**src/rtl/core_wb_bridge.sv**
```systemverilog
`default_nettype none
// ============================================================================
//  Module      : core_wb_bridge
//  Description : Core request/grant/rvalid port to Wishbone B4 pipelined
//                master. Requests pass straight through; a small in-order
//                FIFO remembers read/write type of each in-flight transfer
//                so responses can be classified and returned one cycle
//                after ack/err.
//  Revision    : 1.0 - initial release
// ============================================================================
module core_wb_bridge #(
    parameter int MAX_OUTSTANDING = 2
) (
    input  logic        clk,
    input  logic        rst_n,
    // core side
    input  logic        core_req,
    output logic        core_gnt,
    output logic        core_rvalid,
    input  logic        core_we,
    input  logic [3:0]  core_be,
    input  logic [31:0] core_addr,
    input  logic [31:0] core_wdata,
    output logic [31:0] core_rdata,
    output logic        core_err,
    // wishbone side
    output logic        wb_cyc,
    output logic        wb_stb,
    output logic        wb_we,
    output logic [3:0]  wb_sel,
    output logic [31:0] wb_adr,
    output logic [31:0] wb_dat_o,
    input  logic [31:0] wb_dat_i,
    input  logic        wb_ack,
    input  logic        wb_err,
    input  logic        wb_stall
);

    localparam int CNT_W = $clog2(MAX_OUTSTANDING + 1);

    // outstanding-transfer count and in-order type FIFO (bit 0 is the head)
    logic [CNT_W-1:0]           cnt_q, cnt_d;
    logic [MAX_OUTSTANDING-1:0] fifo_q, fifo_d;
    logic [CNT_W-1:0]           wr_idx;

    // registered response stage
    logic        rvalid_q;
    logic        err_q;
    logic [31:0] rdata_q;

    logic full;
    logic acc;
    logic rsp;
    logic head_we;

    assign full     = (cnt_q == CNT_W'(MAX_OUTSTANDING));
    assign wb_stb   = core_req & ~full;
    assign core_gnt = wb_stb & ~wb_stall;
    assign acc      = core_gnt;
    // acks with nothing outstanding are spurious and must not touch state
    assign rsp      = (wb_ack | wb_err) & (cnt_q != '0);
    assign head_we  = fifo_q[0];

    // request attributes go to the bus unregistered so grant stays same-cycle
    assign wb_cyc   = wb_stb | (cnt_q != '0);
    assign wb_we    = core_we;
    assign wb_sel   = core_be;
    assign wb_adr   = core_addr;
    assign wb_dat_o = core_wdata;

    assign core_rvalid = rvalid_q;
    assign core_err    = err_q;
    assign core_rdata  = rdata_q;

    // next count and FIFO contents: pop shifts the FIFO down, push lands at the tail
    always_comb begin
        fifo_d = fifo_q;
        wr_idx = cnt_q;
        if (rsp) begin
            fifo_d = fifo_q >> 1;
            wr_idx = cnt_q - CNT_W'(1);
        end
        if (acc) begin
            for (int i = 0; i < MAX_OUTSTANDING; i++) begin
                if (CNT_W'(i) == wr_idx) begin
                    fifo_d[i] = core_we;
                end
            end
        end
        cnt_d = cnt_q + CNT_W'(acc) - CNT_W'(rsp);
    end

    // tracking state; reset discards everything in flight at once
    always_ff @(posedge clk or negedge rst_n) begin
        if (!rst_n) begin
            cnt_q  <= '0;
            fifo_q <= '0;
        end else begin
            cnt_q  <= cnt_d;
            fifo_q <= fifo_d;
        end
    end

    // response stage: data/err only update on a response, otherwise hold
    always_ff @(posedge clk or negedge rst_n) begin
        if (!rst_n) begin
            rvalid_q <= 1'b0;
            err_q    <= 1'b0;
            rdata_q  <= 32'h0;
        end else begin
            rvalid_q <= rsp;
            if (rsp) begin
                err_q   <= wb_err;
                rdata_q <= (!head_we && !wb_err) ? wb_dat_i : 32'h0;
            end
        end
    end

endmodule
`default_nettype wire

```
**config.mk**
```make
export PLATFORM = sky130hd
export DESIGN_NAME = core_wb_bridge
export DESIGN_NICKNAME = d
export VERILOG_FILES = /design/src/rtl/core_wb_bridge.sv
export SDC_FILE = /design/constraint.sdc
export NUM_CORES = 1
export LEC_CHECK = 0
export ABC_AREA = 1
export ABC_CLOCK_PERIOD_IN_PS = 4400
export BUFFER_PORTS_ARGS = -buffer_cell sky130_fd_sc_hd__buf_2
export CELL_PAD_IN_SITES_DETAIL_PLACEMENT = 2
export CELL_PAD_IN_SITES_GLOBAL_PLACEMENT = 2
export CORE_MARGIN = 10
export CORE_UTILIZATION = 19
export DETAILED_ROUTE_END_ITERATION = 10
export PLACE_DENSITY_LB_ADDON = 0.1
export SYNTH_ARGS = -nofsm -noshare
export SYNTH_HDL_FRONTEND = slang
export SYNTH_SLANG_ARGS = --single-unit
```
**constraint.sdc**
```tcl
create_clock -name clk -period 4.4 [get_ports clk]
set_clock_uncertainty 0.05 [all_clocks]
set_input_delay 0.44 -clock clk [delete_from_list [all_inputs] [get_ports clk]]
set_output_delay 0.44 -clock clk [all_outputs]
set_load 0.005 [all_outputs]
```
==> metrics.txt <==
# TYPE chip_impl_metric gauge
chip_impl_info{name="status",value="completed"} 1
chip_impl_metric{name="die-height",unit="µm"} 126.8
chip_impl_metric{name="insertedDiodeCount",unit=""} 0
chip_impl_metric{name="floorplan.initialDensity",unit="%"} 19.72
chip_impl_metric{name="peakVddDrop",unit="mV"} 0.1555
chip_impl_metric{name="final_period_minus_worst_setup_slack",unit="ps"} 1943
chip_impl_metric{name="grt_start_max_net_pins",unit=""} 69
chip_impl_metric{name="synth.yosys.seq_area_share",unit="%"} 43.91
chip_impl_metric{name="yosys_warnings",unit=""} 0
chip_impl_info{name="ctsRootBufferMaster",value="sky130_fd_sc_hd__clkbuf_16"} 1
chip_impl_info{name="timing.critical_path.cells",value="inv_1, ha_1, nor3_2, buf_2"} 1
chip_impl_metric{name="cp_slowest_stage_delay",unit="ps"} 390
chip_impl_metric{name="cts_inserted_buffers",unit=""} 5
chip_impl_metric{name="initial_antenna_violation_count",unit=""} 0
chip_impl_metric{name="setup-tns-final",unit="ps"} 0
chip_impl_metric{name="buffer_ports.inserted",unit=""} 76
chip_impl_metric{name="cts_resized",unit=""} 0
chip_impl_info{name="critical_path.startpoint_type",value="flop"} 1
chip_impl_metric{name="timing.reg2reg.worst_path_depth",unit=""} 9
chip_impl_metric{name="fin_crit_sh",unit="%"} 44.16
chip_impl_metric{name="slew_viol_final",unit=""} 0
chip_impl_metric{name="synth_area",unit="mm²"} 0.002166
chip_impl_metric{name="floorplan.rows",unit=""} 38
chip_impl_metric{name="place_hpwl",unit="µm"} 4338
chip_impl_metric{name="cts-htree-levels",unit=""} 2
chip_impl_info{name="setup.worst_path.class",value="flop to output pin"} 1
chip_impl_metric{name="max_clock_freq",unit="MHz"} 514.7
chip_impl_metric{name="cap_violations",unit=""} 0
chip_impl_metric{name="number_of_endpoints_with_negative_hold_slack_in_the_final_report",unit=""} 0
chip_impl_metric{name="gp_routability_congestion",unit=""} 0.6471
chip_impl_metric{name="overflow",unit=""} 0
chip_impl_metric{name="timing.critical_path.depth",unit=""} 4
chip_impl_info{name="timing.critical_path.max_delay_family",value="flip-flops"} 1
chip_impl_metric{name="setup-violations-final",unit=""} 0
chip_impl_metric{name="max-slew-margin-rel",unit="%"} 36.52
chip_impl_metric{name="syn_nets",unit=""} 366
chip_impl_metric{name="cts.repair_timing.setup_buffer_count",unit=""} 0
chip_impl_metric{name="worst_pin_slew",unit="ps"} 952.1
chip_impl_metric{name="routed_wire_length_per_instance",unit="µm"} 14.97
chip_impl_metric{name="design.core.area",unit="mm²"} 0.01098
chip_impl_metric{name="global_route.usage.total",unit="%"} 7.639
chip_impl_metric{name="chipWidth",unit="µm"} 126.8
chip_impl_metric{name="vias_per_cell",unit=""} 3.846
chip_impl_metric{name="worst-path-buf-inv",unit=""} 2
chip_impl_info{name="end_kind",value="output pin"} 1
chip_impl_metric{name="drc",unit=""} 0
chip_impl_metric{name="net_count_of_the_finished_layout",unit=""} 372
chip_impl_metric{name="io_pins",unit=""} 213
chip_impl_metric{name="via_count",unit=""} 1550
chip_impl_info{name="worst_hold_path_type",value="primary input to async pin"} 1
chip_impl_metric{name="yosys.cell_types.count",unit=""} 19
chip_impl_metric{name="grt_pass1_wl",unit="µm"} 9984
chip_impl_metric{name="clk_path_buf_depth",unit=""} 2
chip_impl_metric{name="via_count_of_the_first_global_routing_pass",unit=""} 1792
chip_impl_metric{name="first_iter_violations",unit=""} 47
chip_impl_metric{name="first_pass_iters",unit=""} 4
chip_impl_metric{name="postSynthCellCount",unit=""} 256
chip_impl_metric{name="timing.critical_path.arrival",unit="ps"} 1450
chip_impl_info{name="unrepaired_setup_endpoints_after_global_routing",value="no"} 1
chip_impl_metric{name="synth_register_bits",unit=""} 38
chip_impl_metric{name="cts.clk_slew.worst_paths",unit="ps"} 60
chip_impl_metric{name="post_cts_hold_buffer_count",unit=""} 0
chip_impl_metric{name="area.growth.synth_to_final",unit="%"} 6.239
chip_impl_metric{name="power_per_cell_area",unit="mW/mm²"} 616.3
chip_impl_metric{name="cp.required",unit="ps"} 3910
chip_impl_metric{name="power_leakage",unit="nW"} 1.196
chip_impl_metric{name="fp.dieArea",unit="mm²"} 0.01607
chip_impl_metric{name="power.total",unit="W"} 0.001418
chip_impl_metric{name="share_of_post_route_cells_with_drive_strength_above_1",unit="%"} 35.74
chip_impl_metric{name="synthesis.area_per_instance",unit="µm²"} 8.460
chip_impl_metric{name="cts_sinks",unit=""} 38
chip_impl_metric{name="clk_latency",unit="ps"} 270
chip_impl_info{name="tritoncts_clock_tree",value="built"} 1
chip_impl_metric{name="timing.critical_path.fanout_max",unit=""} 3
chip_impl_info{name="crit_path_top_delay_cell",value="sky130_fd_sc_hd__dfrtp_1"} 1
chip_impl_metric{name="wl",unit="µm"} 6031
chip_impl_metric{name="antenna_left",unit=""} 0
per-layer routing:
layer / global-route usage, % / wire length [µm] / vias up
li1: - / - / 745
met1: 9.936 / 2873 / 731
met5: 0 / 0 / -
met3: 3.290 / 531 / 13
met2: 10.78 / 2552 / 61
met4: 3.081 / 74 / 0
cells in the mapped netlist:
master	number	area share [%]
sky130_fd_sc_hd__nor3_2	1	0.46
sky130_fd_sc_hd__nand3_1	4	0.92
sky130_fd_sc_hd__buf_4	69	24
sky130_fd_sc_hd__o21ai_2	2	0.81
sky130_fd_sc_hd__nand2_2	2	0.58
sky130_fd_sc_hd__nor3_1	1	0.23
sky130_fd_sc_hd__nor2_1	6	1.0
sky130_fd_sc_hd__nor2_2	2	0.58
sky130_fd_sc_hd__dfrtp_1	38	44
sky130_fd_sc_hd__xor2_1	2	0.81
sky130_fd_sc_hd__o21ai_0	7	1.6
sky130_fd_sc_hd__o21ai_1	26	6.0
sky130_fd_sc_hd__nand2_1	73	13
sky130_fd_sc_hd__buf_6	3	1.6
sky130_fd_sc_hd__ha_1	3	1.7
sky130_fd_sc_hd__inv_1	8	1.4
sky130_fd_sc_hd__clkbuf_1	3	0.52
sky130_fd_sc_hd__buf_2	4	0.92
sky130_fd_sc_hd__inv_2	2	0.35
sequential cells by signal (all words and copies together) (netlist names):
name and flops:
core_rdata 32, core_err 1, cnt_q 2, core_rvalid 1
fifo_q 2
power breakdown:
group | leakage, nW | internal (W) | switching (W) | total (W)
logic | 0.630 | 0.000195 | 0.000302 | 0.000497
clock network | 0.0739 | 0.000225 | 0.000138 | 0.000362
registers | 0.492 | 0.000484 | 0.0000750 | 0.000559
total | 1.20 | 0.000904 | 0.000514 | 0.00142
cell usage in the layout, fill, tap and decap left out, drive strengths merged:
| master | synthesis | layout |
|---|---|---|
| buf | 76 | 78 |
| clkinv | 0 | 1 |
| o21ai | 35 | 35 |
| nand2 | 75 | 75 |
| nor2 | 8 | 8 |
| ha | 3 | 3 |
| inv | 10 | 10 |
| nand3 | 4 | 4 |
| clkbuf | 3 | 7 |
| dfrtp | 38 | 38 |
| xor2 | 2 | 2 |
| nor3 | 2 | 2 |
worst register-to-register path: stages, from the launching register on:
cell and delay (ps):
sky130_fd_sc_hd__dfrtp_1 410, sky130_fd_sc_hd__inv_1 110, sky130_fd_sc_hd__ha_1 180, sky130_fd_sc_hd__inv_1 100
sky130_fd_sc_hd__nand2_2 90, sky130_fd_sc_hd__buf_4 540, sky130_fd_sc_hd__nand2_1 120, sky130_fd_sc_hd__o21ai_1 100
sky130_fd_sc_hd__o21ai_1 80, sky130_fd_sc_hd__nand2_1 70
final timing paths:
check	startpoint	endpoint	slack [ps]
max	cnt_q[0]	core_gnt	2460
min	rst_n	core_rdata[17]	260
max reg2reg	cnt_q[0]	fifo_q[0]	2490
min reg2reg	core_err	core_err	420
max in group asynchronous	rst_n	core_rdata[4]	3440
min in group clk	wb_dat_i[2]	core_rdata[2]	360
area by class of cell:
type / instances / area (µm²)
Timing Repair Buffer: 78 / 395.4
Clock inverter: 1 / 5.005
Clock buffer: 7 / 142.6
Sequential cell: 38 / 950.9
Tap cell: 140 / 175.2
Multi-Input combinational cell: 129 / 594.3
Fill cell: 1295 / 8682
Inverter: 10 / 37.54
through the flow:
| step | hold WS (ps) | area, µm² | util [%] | setup slack (ps) | instances |
|---|---|---|---|---|---|
| 2_1_floorplan | 94.41 | 2166 | - | 2745 | 256 |
| 6_report | 260.3 | 2301 | 20.95 | 2457 | 403 |
| 5_1_grt | 346.3 | 2301 | 20.95 | 2252 | 403 |
| 3_3_place_gp | 417.0 | 2153 | 19.61 | 2531 | 395 |
| 3_5_place_dp | 417.4 | 2153 | 19.61 | 2456 | 395 |
| 4_1_cts | 305.5 | 2301 | 20.95 | 2411 | 403 |
cells by family (layout without fill, tap and decap cells):
family / after synthesis / in the layout / synth area share, %
compound gates: 35 / 35 / 8.434
xor+xnor: 2 / 2 / 0.8089
simple gates: 89 / 89 / 16.46
fa+ha+maj: 3 / 3 / 1.733
flops: 38 / 38 / 43.91
buf+inv: 89 / 96 / 28.65
No activity file was read; power rests on OpenSTA's default activity.
